<file path="config.mk">
export PLATFORM = sky130hd
export DESIGN_NAME = timer_counter
export DESIGN_NICKNAME = d
export VERILOG_FILES = /design/src/rtl/timer_counter.sv
export SDC_FILE = /design/constraint.sdc
export NUM_CORES = 1
export LEC_CHECK = 0
export CORE_AREA = 3 3 109 111
export DETAILED_ROUTE_END_ITERATION = 10
export DIE_AREA = 0 0 112 114
export HOLD_SLACK_MARGIN = 0.1
export SETUP_SLACK_MARGIN = 0.1
export SLEW_MARGIN = 20
export SYNTH_ARGS = -nofsm -noshare
export SYNTH_HDL_FRONTEND = slang
export SYNTH_SLANG_ARGS = --single-unit
export TNS_END_PERCENT = 20
</file>
<file path="constraint.sdc">
create_clock -name clk -period 3.46 [get_ports clk]
set_input_delay 0.346 -clock clk [delete_from_list [all_inputs] [get_ports clk]]
set_output_delay 0.346 -clock clk [all_outputs]
set_load 0.01 [all_outputs]
</file>
<file path="src/rtl/timer_counter.sv">
// -----------------------------------------------------------------------------
// timer_counter
//
// Memory-mapped down-counting timer on the CPU data bus. The CPU programs the
// control and preset registers and reads back the live count. An interrupt
// request is raised when the count expires.
//
// Register map (byte offsets from BASE_ADDR, word accesses only):
//   0x0  CTRL    [0] en, [2:1] mode (01 auto-reload, otherwise one-shot),
//                [3] im (interrupt mask), [31:4] read as zero
//   0x4  PRESET  reload value, fully writable
//   0x8  COUNT   current count, read-only
//   0xC  reserved, reads zero, writes ignored
//
// Ports:
//   clk    system clock, rising edge
//   reset  synchronous active-high reset
//   addr   byte address from the CPU; bits [1:0] are ignored
//   we     write strobe, one cycle per store
//   wdata  store data
//   rdata  load data, combinational from addr
//   irq    interrupt request (im & expiry flag)
//
// BASE_ADDR must be 16-byte aligned; its low four bits are not decoded.
// -----------------------------------------------------------------------------
module timer_counter #(
    parameter logic [31:0] BASE_ADDR = 32'h0000_7F00
) (
    input  logic        clk,
    input  logic        reset,
    input  logic [31:0] addr,
    input  logic        we,
    input  logic [31:0] wdata,
    output logic [31:0] rdata,
    output logic        irq
);

    typedef enum logic [1:0] {
        IDLE = 2'd0,
        LOAD = 2'd1,
        CNT  = 2'd2,
        INT  = 2'd3
    } state_e;

    typedef struct packed {
        logic       im;
        logic [1:0] mode;
        logic       en;
    } ctrl_t;

    localparam logic [1:0] OFF_CTRL    = 2'd0;
    localparam logic [1:0] OFF_PRESET  = 2'd1;
    localparam logic [1:0] OFF_COUNT   = 2'd2;
    localparam logic [1:0] MODE_RELOAD = 2'b01;

    state_e      state_q,    state_d;
    ctrl_t       ctrl_q,     ctrl_d;
    logic [31:0] preset_q,   preset_d;
    logic [31:0] count_q,    count_d;
    logic        irq_flag_q, irq_flag_d;

    logic        sel;
    logic [1:0]  off;
    logic        unused_addr_bits;

    assign sel = (addr[31:4] == BASE_ADDR[31:4]);
    assign off = addr[3:2];

    // Byte-lane bits are deliberately not decoded.
    assign unused_addr_bits = ^addr[1:0];

    // -------------------------------------------------------------------------
    // Next-state logic: FSM first, then CPU writes, so that a CPU write to
    // CTRL overrides the en clear made by INT in the same cycle.
    // -------------------------------------------------------------------------
    always_comb begin
        // NOTE: every signal gets a default first so no path leaves it
        // unassigned; otherwise synthesis would infer a latch.
        state_d    = state_q;
        ctrl_d     = ctrl_q;
        preset_d   = preset_q;
        count_d    = count_q;
        irq_flag_d = irq_flag_q;

        unique case (state_q)
            IDLE: begin
                if (ctrl_q.en) begin
                    state_d = LOAD;
                end
            end
            LOAD: begin
                count_d    = preset_q;
                irq_flag_d = 1'b0;
                state_d    = CNT;
            end
            CNT: begin
                if (!ctrl_q.en) begin
                    state_d = IDLE;
                end else if (count_q > 32'd1) begin
                    count_d = count_q - 32'd1;
                end else begin
                    // Covers a preset of 0 too, so the count never wraps.
                    count_d    = '0;
                    irq_flag_d = 1'b1;
                    state_d    = INT;
                end
            end
            INT: begin
                if (ctrl_q.mode == MODE_RELOAD) begin
                    irq_flag_d = 1'b0;
                    state_d    = LOAD;
                end else begin
                    // One-shot: flag stays up until a CTRL write or LOAD.
                    ctrl_d.en = 1'b0;
                    state_d   = IDLE;
                end
            end
        endcase

        if (we && sel) begin
            case (off)
                OFF_CTRL: begin
                    ctrl_d     = ctrl_t'(wdata[3:0]);
                    irq_flag_d = 1'b0;
                end
                OFF_PRESET: preset_d = wdata;
                default: ;  // COUNT and reserved offset are read-only
            endcase
        end
    end

    // -------------------------------------------------------------------------
    // State registers. Reset dominates any simultaneous CPU write.
    // -------------------------------------------------------------------------
    always_ff @(posedge clk) begin
        // NOTE: sequential state uses non-blocking assignments so every
        // register samples its pre-edge value regardless of statement order.
        if (reset) begin
            state_q    <= IDLE;
            ctrl_q     <= '0;
            preset_q   <= '0;
            count_q    <= '0;
            irq_flag_q <= 1'b0;
        end else begin
            state_q    <= state_d;
            ctrl_q     <= ctrl_d;
            preset_q   <= preset_d;
            count_q    <= count_d;
            irq_flag_q <= irq_flag_d;
        end
    end

    // -------------------------------------------------------------------------
    // Read mux and interrupt output.
    // -------------------------------------------------------------------------
    always_comb begin
        rdata = '0;
        if (sel) begin
            case (off)
                OFF_CTRL:   rdata = {28'd0, ctrl_q};
                OFF_PRESET: rdata = preset_q;
                OFF_COUNT:  rdata = count_q;
                default:    rdata = '0;
            endcase
        end
    end

    assign irq = ctrl_q.im & irq_flag_q;

endmodule

</file>
After elaboration in Yosys (flattened, before gate mapping)
Cells that the tools add are included.
{"block": "classes", "add_sub_neg": 1, "n_mul": 0, "n_div": 0, "n_lt_le_gt_ge": 1, "n_eq_ne": 10, "shift": 0, "mux": 20, "bitwise_logic": 1, "n_reduce_logical": 8}
{"cell": "32-bit two-way mux", "count": 3}
{"cell": "32-bit case mux with 3 select lines", "count": 1}
{"cell": "32-bit case mux with 2 select lines", "count": 1}
{"cell": "32-bit by 1-bit > comparator with 1-bit output, second input constant", "count": 1}
{"cell": "32-bit by 1-bit subtractor with 32-bit output, second input constant", "count": 1}
{"cell": "28-bit by 11-bit == test with 1-bit output, second input constant", "count": 1}
{"cell": "1-bit two-way mux", "count": 10}
{"cell": "2-bit case mux with 4 select lines", "count": 1}
{"cell": "2-bit AND reduction", "count": 4}
{"cell": "2-bit by 1-bit == test with 1-bit output, second input constant", "count": 3}
{"cell": "2-bit == test, second input constant", "count": 3}
{"cell": "2-bit two-way mux", "count": 3}
{"cell": "2-bit logical NOT", "count": 2}
{"cell": "2-bit != test, second input constant", "count": 2}
{"cell": "3-bit != test, second input constant", "count": 1}
{"cell": "1-bit case mux with 3 select lines", "count": 1}
{"cell": "2-bit nonzero test", "count": 1}
{"cell": "1-bit AND", "count": 1}
{"cell": "1-bit logical AND", "count": 1}
{"block": "totals", "reg_bits": 71, "latchBits": 0, "mem_bits_rw": 0, "romBits": 0, "in_bits": 67, "out_inout_bits": 33, "word_cells": 48, "n_memories": 0}

Longest topological paths before layout
Gate-level depths: netlist of the first run.
{"block": "logic_depth", "word_depth": 6, "depth_mapped": 8, "mapped_depth_nobuf": 6}

Worst setup path after synthesis of the first run
Ideal clock, no wire load.
{"block": "synth_path", "path_kind": "input -> output", "startpoint": "input port addr[17]", "endpoint": "output port rdata[10]", "arrival_time_ns": 1.622, "required_time_ns": 3.114, "setup_slack_ns": 1.492, "cell_stages": 6, "path_buffers": 2, "path_cell_list": "nor4b_1 nand4_1 or2_2 clkbuf_1 clkbuf_1 nor2_1"}
{"block": "synth_between", "elab_chain_len": 2}
{"element": "start, declared", "line_no": "31", "rtl": "input logic [31:0] addr,"}
{"element": "28-bit by 11-bit == test with 1-bit output", "line_no": "66", "rtl": "assign sel = (addr[31:4] == BASE_ADDR[31:4]);"}
{"element": "32-bit two-way mux", "line_no": "158", "rtl": "if (sel) begin"}
{"element": "end, declared", "line_no": "34", "rtl": "output logic [31:0] rdata,"}
No other way between the ends.

Worst setup path in the final report of the first run
{"block": "layout_path", "startpoint": "input port addr[12]", "endpoint": "output port rdata[29]"}
Same word-level chain as after synthesis.

==> out/metrics.cfg, run 1 <==
[place]
placed_cells = 740
dp_slack_ns = 0.332
placed_cell_area_mm2 = 0.00532
dpl.hpwl_um = 8930
gp_congestion = 0.779
io_buffers = 97

[cts]
cts.clk_slew.worst_paths_ns = 0.07
clkSinkCount = 71
cts_tree = built
worstSkewPairLatency_ns = 0.35
cts.hold.buffers_added = 0
cts_buffers = 9
htree_levels = 3
clk_path_buf_depth = 2
postCtsResizedCells = 0
post_cts.repair.setup_buffers = 0
ctsRootBufferMaster = clkbuf_8

[timing]
drv_slew = 0
clock.fmax_ghz = 0.326
slew_headroom_pct = 54.9
setup_viol = 0
hold_violations = 0
fin_ws_ns = 0.390
tightest_slew_ns = 0.676
period_share_pct = 88.7
min_period_ns = 3.07
hold_ws_ns = 0.505
tns_ns = 0
skew_ns = 0.00530
rsz0062_at_grt = false

[critical_path]
critPathMostFrequentCell = clkdlybuf4s50_1
reg2reg_from = count_q[12]
cpPeakStageDelay_ns = 0.63
endpoint = rdata[29]
crit_family = simple AND/OR/NAND/NOR gates
r2r_slack_ns = 1.00
worstSetupStartpoint = addr[12]
critPathRequiredTime_ns = 3.11
critPathBufInv = 2
crit_arrival_ns = 2.72
crit_slowest_cell = or2_2
reg2reg_depth = 6
crit_path_max_fanout = 32
cp_cell_sequence = clkdlybuf4s50_1, nor4bb_1, nand4_1, or2_2, nor2_1, clkdlybuf4s50_1
worstSetupPathType = input pin to primary output
cp-end-kind = primary output
r2r_end = count_q[20]
path_depth = 6
critPathLaunchType = input pin

[floorplanning]
die_area_mm2 = 0.0128
placementRows = 38
core_mm2 = 0.0109
initial_core_util_pct = 39.0
die_h_um = 114
io_pins = 100
die_x_um = 112

[synthesis]
postSynthCellCount = 532
ys_types = 58
syn-mean-instance-area_um2 = 7.99
synth_area_mm2 = 0.00425
synth_fp_nets = 601
synth_largest_area_cell = dfxtp_1
synth.area.top_cells = dfxtp_1, mux2i_1, nor2_1
synth_ff_type = dfxtp_1
ys_ff_latch = 71
synth.top_cell.area_share_pct = 33.4
yosysWarnings = 0
synth_edf_count = 0
synthArstFlopShare_pct = 0
ys_seq_area_share_pct = 33.4

[finish]
diodes = 0
fin_area_mm2 = 0.00550
final_cell_count_no_fill = 754
fin_nets = 680
area_growth_pct = 29.5
drive_gt1_share_pct = 8.79
fillCellCount = 1102
fin_util_pct = 50.6

[pwr]
power.leakage_nw = 1.92
clkPwrFrac_pct = 40.3
p_comb_share_pct = 7.3
swShare_pct = 21.7
p_total_mw = 1.56
vdd_ir_drop_max_mv = 0.183
powerDensity_mw_per_mm2 = 283
p_int_mw = 1.22
switchingPower_mw = 0.337
p_seq_share_pct = 52.4

[drt]
drt-pass1-iter-count = 4
drt-vias-per-instance = 5.68
wl_per_cell_um = 17.0
remaining_drc_errors = 0
ant_nets = 0
drt_iter0_markers = 214
totalWireLength_um = 12800
vias = 4279

[run]
drv_cap = 0

[global_route]
grt_overflow = 0
grt.total_usage_pct = 20.3
grt_pass1_wl_um = 21400
grt_max_degree = 37
grt_pass1_vias = 4247
antenna_found_initial = 0

[status]
status = complete, no violations

[worst_hold_path]
hold_class = input pin to flip-flop

[worst min-delay path by stage]
stage | from | endpoint | slack (ns) | depth (start not counted)
4_1_cts | reset | ctrl_q[2] | 0.50 | 3
6_report | reset | preset_q[25] | 0.51 | 3
5_1_grt | reset | preset_q[29] | 0.52 | 3
3_3_place_gp | preset_q[29] | preset_q[29] | 0.50 | 2
3_5_place_dp | ctrl_q[2] | ctrl_q[2] | 0.51 | 2
2_1_floorplan | ctrl_q[2] | ctrl_q[2] | 0.47 | 2
[cells in the final DEF, fill, tap and decap left out, types with 4 or more instances in the layout]
master | Yosys | layout
nand2b_1 | 4 | 4
o31ai_1 | 6 | 6
a22oi_1 | 28 | 28
a21oi_1 | 33 | 33
nor2_1 | 98 | 98
inv_1 | 10 | 10
nand2_1 | 22 | 22
mux2i_1 | 40 | 40
a21o_1 | 12 | 12
a31o_2 | 6 | 6
dfxtp_1 | 71 | 71
clkdlybuf4s50_1 | 0 | 96
clkbuf_8 | 0 | 13
nor4_1 | 12 | 12
a211oi_1 | 22 | 22
buf_4 | 2 | 17
nor4b_1 | 5 | 5
o211ai_1 | 4 | 4
nand4_1 | 4 | 4
nor3_1 | 9 | 9
o21ai_0 | 37 | 37
nand3_1 | 5 | 5
[worst reg2reg max path, stage by stage (launching register included)]
cell and delay, ns:
dfxtp_1 0.44, nor4_2 0.42, nand4_1 0.37, o31ai_4 0.44
buf_4 0.39, a21oi_1 0.08, o221a_1 0.23
[cells in the mapped netlist (all sizes together) (10+ instances only)]
master	instances
a21o	12
buf	14
clkbuf	32
a21oi	33
dfxtp	71
nor4	15
nor3	11
a211oi	22
nor2	99
nand2	22
a22oi	28
inv	10
o21ai	37
mux2i	40
[power by group through the flow]
stage / clock network [mW] / logic (mW) / registers [mW]
after floorplan: 0 / 0.0282 / 0.835
after global placement: 0 / 0.113 / 0.835
after detailed placement: 0 / 0.115 / 0.835
after CTS: 0.650 / 0.115 / 0.816
after global routing: 0.684 / 0.122 / 0.816
final: 0.627 / 0.114 / 0.817
[flip-flops by register name (all words and copies together), names as in the netlist]
signal,count
count_q,32
preset_q,32
ctrl_q,4
state_q,2
irq_flag_q,1
[layout make-up]
type	instances	area, µm²	share of cell area [%]
Multi-Input combinational cell	405	2590	47.1
Sequential cell	71	1420	25.8
Timing Repair Buffer	114	1090	19.9
Clock buffer	14	183	3.32
Tap cell	140	175	3.18
Inverter	10	37.5	0.682
[cell families after synthesis]
| kind of cell | share of synthesized area, % |
|---|---|
| AND/OR/NAND/NOR | 22.5 |
| AO/OA/AOI/OAI | 28.0 |
| flip-flops | 33.4 |
| buffers and inverters | 5.83 |
| multiplexers | 9.42 |
| adder cells (fa/ha/maj) | 0.588 |
| XOR/XNOR | 0.206 |
[per-layer routing]
metal	track usage, %	vias to the layer above	part of all wire (%)
met4	6.33	0	1.2
met3	3.82	13	5.1
met5	0	-	0
li1	-	2117	-
met1	26.9	2032	46
met2	33.7	117	48
No activity file was read; power rests on OpenSTA's default activity.
==> run 2, diff against run 1 <==
GPL_TIMING_DRIVEN = 0   (was not set)
==> run 2 against run 1 <==
Against the previous run:
- critical path depth up 1
- combinational power barely moved
- fmax fell by 2.5%
- worst hold slack gained 0.024 ns
- clock-buffer cell count decreased by 3
- total power up 9.7%
- critical path type unchanged
==> out/metrics.cfg, run 2 (synthesis gave the netlist of run 1 again) <==
[critical_path]
critPathLaunchType = input pin
reg2reg_from = state_q[0]
worstSetupStartpoint = addr[2]
critPathRequiredTime_ns = 3.11  ; about the same
reg2reg_depth = 7  ; +1
r2r_end = count_q[13]
crit_slowest_cell = clkdlybuf4s50_1
r2r_slack_ns = 0.93  ; -0.07 ns
crit_path_max_fanout = 10  ; -69%
cp-end-kind = primary output
crit_arrival_ns = 2.80  ; +0.08 ns
cp_cell_sequence = clkdlybuf4s50_1, nor2b_1, clkbuf_1, clkbuf_1, a22oi_1, nor2_1, clkdlybuf4s50_1
worstSetupPathType = input pin to primary output
endpoint = rdata[20]
cpPeakStageDelay_ns = 0.58  ; -0.05 ns

[finish]
diodes = 0  ; unchanged
drive_gt1_share_pct = 8.09  ; -0.71 points
area_growth_pct = 32.0
reg_top3 = count_q: 32 flops, preset_q: 32 flops, ctrl_q: 4 flops
fillCellCount = 1059  ; -3.9%
multi_input_area_mm2 = 0.00258  ; -0.43%
layout_commonest_cell = nor2_1
ff_latch_area_mm2 = 0.00142  ; unchanged
mostFrequentLayoutCells = nor2_1, clkdlybuf4s50_1, dfxtp_1
fin_nets = 707  ; +4.0%

[pwr]
power.leakage_nw = 1.94  ; +0.97%
powerDensity_mw_per_mm2 = 304  ; +7.6%
vdd_ir_drop_max_mv = 0.185  ; +1.1%

[timing]
skew_ns = 0.0134  ; +0.00815 ns
min_period_ns = 3.15  ; +0.0790 ns
drv_slew = 0  ; unchanged
tightest_slew_ns = 0.917  ; +0.241 ns
rsz0062_at_grt = false
slew_headroom_pct = 38.4  ; -17 points
fin_ws_ns = 0.311  ; -0.0790 ns
period_share_pct = 91.0  ; +2.3 points
tns_ns = 0  ; unchanged
hold_ws_ns = 0.529  ; +0.0239 ns
clock.fmax_ghz = 0.318  ; -2.5%
setup_viol = 0  ; unchanged
hold_violations = 0  ; unchanged

[cts]
clkSinkCount = 71  ; unchanged
htree_levels = 3  ; unchanged
cts_tree = built
cts_buffers = 9  ; unchanged
post_cts.repair.setup_buffers = 0  ; unchanged
ctsRootBufferMaster = clkbuf_8
clk_path_buf_depth = 2  ; unchanged
cts.hold.buffers_added = 0  ; unchanged
cts.clk_slew.worst_paths_ns = 0.07  ; about the same
worstSkewPairLatency_ns = 0.36  ; about the same

[place]
dpl.hpwl_um = 10500  ; +18%
gp_congestion = 0.852  ; +9.4%
dp_slack_ns = 0.220  ; -0.112 ns
io_buffers = 95  ; -2.1%

[floorplanning]
die_area_mm2 = 0.0128  ; unchanged
io_pins = 100  ; unchanged
placementRows = 38  ; unchanged
die_h_um = 114  ; unchanged
initial_core_util_pct = 39.0  ; unchanged
core_mm2 = 0.0109  ; unchanged
die_x_um = 112  ; unchanged

[drt]
ant_nets = 0  ; unchanged
remaining_drc_errors = 0  ; unchanged
wl_per_cell_um = 18.4  ; +8.4%
drt-vias-per-instance = 5.71  ; +0.57%
drt-pass1-iter-count = 5  ; +1
vias = 4469  ; +4.4%
drt_iter0_markers = 233  ; +8.9%
totalWireLength_um = 14400  ; +13%

[status]
status = complete, no violations

[global_route]
grt_overflow = 0  ; unchanged
grt_use_met3_pct = 4.19  ; +0.37 points
top_usage_layer = met2
use_met1_pct = 28.9  ; +2.0 points
grt_pass1_wl_um = 22700  ; +6.3%
grt_max_degree = 13  ; -65%
grt_pass1_vias = 4409  ; +3.8%
antenna_found_initial = 0  ; unchanged
grt_util_met2_pct = 37.4  ; +3.8 points
grt.total_usage_pct = 22.1  ; +1.8 points

[worst_hold_path]
hold_class = flip-flop to flip-flop

[run]
drv_cap = 0  ; unchanged

run 2: cell count changes in the layout (fill, tap and decap cells not counted), sizes merged:
| cell | change |
|---|---|
| clkinv | +1 |
| clkinvlp | +2 |
| clkdlybuf4s50 | -1 |
| bufinv | +2 |
| clkbuf | +29 |
| buf | -4 |
run 2: worst max-delay path: cells and delay by family:
kind	cells	cell delay, ns
AO/OA/AOI/OAI	1	0.21
buffers and inverters	4	1.92
AND/OR/NAND/NOR	2	0.33
run 2: timing repair:
item,in CTS,in global routing
setup endpoints to repair,0,30
gates resized for setup,0,8
hold endpoints to repair,0,0
run 2: power breakdown:
group / total [mW] / leakage [nW] / internal (mW) / switching (mW)
combinational: 0.115 / 1.26 / 0.0696 / 0.0451
sequential: 0.816 / 0.571 / 0.816 / 0.000000000433
clock: 0.778 / 0.112 / 0.444 / 0.334
total: 1.71 / 1.94 / 1.33 / 0.379
run 2: per-stage QoR:
step | util [%] | area [µm²] | power, mW | std cells
5_1_grt | 51.6 | 5610 | 1.76 | 783
6_report | 51.6 | 5610 | 1.71 | 783
3_3_place_gp | 49.4 | 5380 | 0.948 | 767
3_5_place_dp | 49.4 | 5380 | 0.950 | 767
2_1_floorplan | - | 4250 | 0.864 | 532
4_1_cts | 51.5 | 5610 | 1.72 | 783
run 2: cell type report:
type	count	share of cell area [%]
timing repair buffer	95	16.9
inverter	10	0.669
buffer	46	3.83
clock inverter	5	1.43
clock buffer	11	2.70
tap	140	3.12
multi-input combinational	405	46.0
sequential	71	25.3
run 2: worst min-delay path by stage:
| stage | cells past startpoint | start | end | slack (ns) |
|---|---|---|---|---|
| final | 2 | preset_q[23] | preset_q[23] | 0.53 |
| after global routing | 2 | preset_q[17] | preset_q[17] | 0.56 |
| after CTS | 2 | preset_q[23] | preset_q[23] | 0.53 |
| after detailed placement | 2 | preset_q[15] | preset_q[15] | 0.51 |
| after global placement | 2 | preset_q[27] | preset_q[27] | 0.50 |
| after floorplan | 2 | ctrl_q[2] | ctrl_q[2] | 0.47 |
run 2: layer usage:
layer  share of wire (%)  vias to the layer above
li1                    -                     2172
met1                  44                     2127
met2                  48                      157
met3                 7.1                       13
met4                 1.1                        0
met5                   0                        -
==> run 3, diff against run 2 <==
CTS_BUF_LIST = sky130_fd_sc_hd__clkbuf_16   (was not set)
==> run 3 against run 2 <==
Against the previous run:
- critical path depth unchanged
- largest power group is now the clock network
- critical endpoint unchanged
- highest routed layer unchanged
- largest cell class unchanged
- via count increased by 0.65%
- first-iteration DRC count grew 11%
- critical path type unchanged
==> out/metrics.cfg, run 3 (synthesis gave the netlist of run 1 again) <==
[timing]
min_period_ns = 3.16  ; +0.00652 ns
tightest_slew_ns = 0.922  ; +0.00516 ns
hold_violations = 0  ; unchanged
slew_headroom_pct = 38.1  ; -0.35 points
rsz0062_at_grt = false
skew_ns = 0.00784  ; -0.00561 ns
setup_viol = 0  ; unchanged
period_share_pct = 91.2  ; +0.19 points
drv_slew = 0  ; unchanged
hold_ws_ns = 0.524  ; -0.00460 ns
clock.fmax_ghz = 0.317  ; -0.21%
fin_ws_ns = 0.305  ; -0.00652 ns
tns_ns = 0  ; unchanged

[finish]
mostFrequentLayoutCells = nor2_1, clkdlybuf4s50_1, dfxtp_1
reg_top3 = count_q: 32 flops, preset_q: 32 flops, ctrl_q: 4 flops
ff_latch_area_mm2 = 0.00142  ; unchanged
drive_gt1_share_pct = 7.78  ; -0.31 points
multi_input_area_mm2 = 0.00258  ; unchanged
fin_area_mm2 = 0.00570  ; +1.4%
layout_commonest_cell = nor2_1
fillCellCount = 1050  ; -0.85%
fin_nets = 707  ; unchanged
area_growth_pct = 34.0
diodes = 0  ; unchanged

[drt]
drt-pass1-iter-count = 6  ; +1
dr.max_layer_used = met4
remaining_drc_errors = 0  ; unchanged
dr_wl_met3_um = 976  ; -4.8%
vias = 4498  ; +0.65%
totalWireLength_um = 14400  ; -0.12%
ant_nets = 0  ; unchanged
drt-vias-per-instance = 5.74  ; +0.65%
wl_per_cell_um = 18.4  ; -0.12%
dr_wl_met2_um = 6810  ; -1.1%
wl_met1_um = 6440  ; +1.2%
drt_iter0_markers = 258  ; +11%

[critical_path]
worstSetupPathType = input pin to primary output
crit_slowest_cell = clkdlybuf4s50_1
cpPeakStageDelay_ns = 0.59  ; about the same
crit_family = buffers and inverters
critPathLaunchType = input pin
crit_path_max_fanout = 10  ; unchanged
critPathRequiredTime_ns = 3.11  ; about the same
crit_arrival_ns = 2.81  ; about the same
cp_cell_sequence = clkdlybuf4s50_1, nor2b_1, clkbuf_1, clkbuf_1, a22oi_1, nor2_1, clkdlybuf4s50_1
critPathBufInv = 4  ; unchanged
cp-end-kind = primary output

[cts]
cts.hold.buffers_added = 0  ; unchanged
clk_path_buf_depth = 2  ; unchanged
worstSkewPairLatency_ns = 0.34  ; -0.02 ns
ctsRootBufferMaster = clkbuf_16
htree_levels = 3  ; unchanged
clkSinkCount = 71  ; unchanged
cts.clk_slew.worst_paths_ns = 0.06  ; about the same
cts_tree = built
cts_buffers = 9  ; unchanged

[pwr]
swShare_pct = 21.4  ; -0.75 points
p_int_mw = 1.51  ; +14%
clkPwrFrac_pct = 51.6  ; +6.1 points
p_seq_share_pct = 42.5  ; -5.3 points
vdd_ir_drop_max_mv = 0.251  ; +36%
switchingPower_mw = 0.412  ; +8.8%
power.leakage_nw = 1.98  ; +1.8%
powerDensity_mw_per_mm2 = 338  ; +11%
p_comb_share_pct = 6.0  ; -0.7 points

[place]
gp_congestion = 0.852  ; unchanged
dpl.hpwl_um = 10500  ; unchanged
placed_cell_area_mm2 = 0.00538  ; unchanged
io_buffers = 95  ; unchanged
dp_slack_ns = 0.220  ; unchanged

[global_route]
grt.total_usage_pct = 22.2  ; +0.098 points
grt_overflow = 0  ; unchanged
antenna_found_initial = 0  ; unchanged
grt_pass1_vias = 4418  ; +0.20%
grt_max_degree = 13  ; unchanged
grt_pass1_wl_um = 22800  ; +0.37%

[floorplanning]
die_h_um = 114  ; unchanged
io_pins = 100  ; unchanged
core_mm2 = 0.0109  ; unchanged
die_area_mm2 = 0.0128  ; unchanged
initial_core_util_pct = 39.0  ; unchanged
placementRows = 38  ; unchanged
die_x_um = 112  ; unchanged

[worst_hold_path]
hold_class = flip-flop to flip-flop

[status]
status = complete, no violations

[run]
drv_cap = 0  ; unchanged

[run 3: cell types whose count changed in the layout (fill, tap and decap cells not counted), sizes merged]
| cell | delta |
|---|---|
| clkbuf | -2 |
| clkinv | +2 |
[run 3: tightest hold or removal path, cell delays in order, from the launching register on]
cell	delay, ns
dfxtp_1	0.34
mux2i_1	0.08
nor2_1	0.07
[run 3: per-layer routing]
layer  vias to the layer above  track usage (%)
met5                         -                0
met2                       164             37.6
met3                        18             4.35
li1                       2181                -
met4                         0             6.33
met1                      2135             28.9
[run 3: timing repair]
item	in CTS	in global routing
buffers inserted	0	0
endpoints found under the setup margin	0	30
resized for setup	0	8
[run 3: worst paths after layout]
| path | start | end | slack, ns | cells past startpoint |
|---|---|---|---|---|
| hold reg to reg | preset_q[23] | preset_q[23] | 0.52 | 2 |
| setup reg to reg | state_q[0] | count_q[27] | 1.03 | 7 |
| hold / removal | preset_q[23] | preset_q[23] | 0.52 | 2 |
| setup / recovery | addr[2] | rdata[20] | 0.30 | 7 |
[run 3: layout make-up]
type | instances | area share (%)
timing repair buffer | 95 | 16.7
multi-input combinational | 405 | 45.3
inverter | 10 | 0.659
clock inverter | 7 | 1.54
tap | 140 | 3.08
sequential | 71 | 25.0
clock buffer | 9 | 3.95
buffer | 46 | 3.78
[run 3: stage by stage]
stage	utilization [%]	power [mW]	std cells
global route	52.3	1.97	783
finish	52.3	1.92	783
detailed placement	49.4	0.950	767
floorplan	-	0.864	532
global placement	49.4	0.948	767
CTS	52.3	1.94	783
[run 3: power by group through the flow]
stage	clock, mW	combinational (mW)	sequential (mW)
2_1_floorplan	0	0.0282	0.835
3_3_place_gp	0	0.113	0.835
3_5_place_dp	0	0.115	0.835
4_1_cts	1.00	0.115	0.817
5_1_grt	1.03	0.123	0.817
6_report	0.992	0.115	0.817
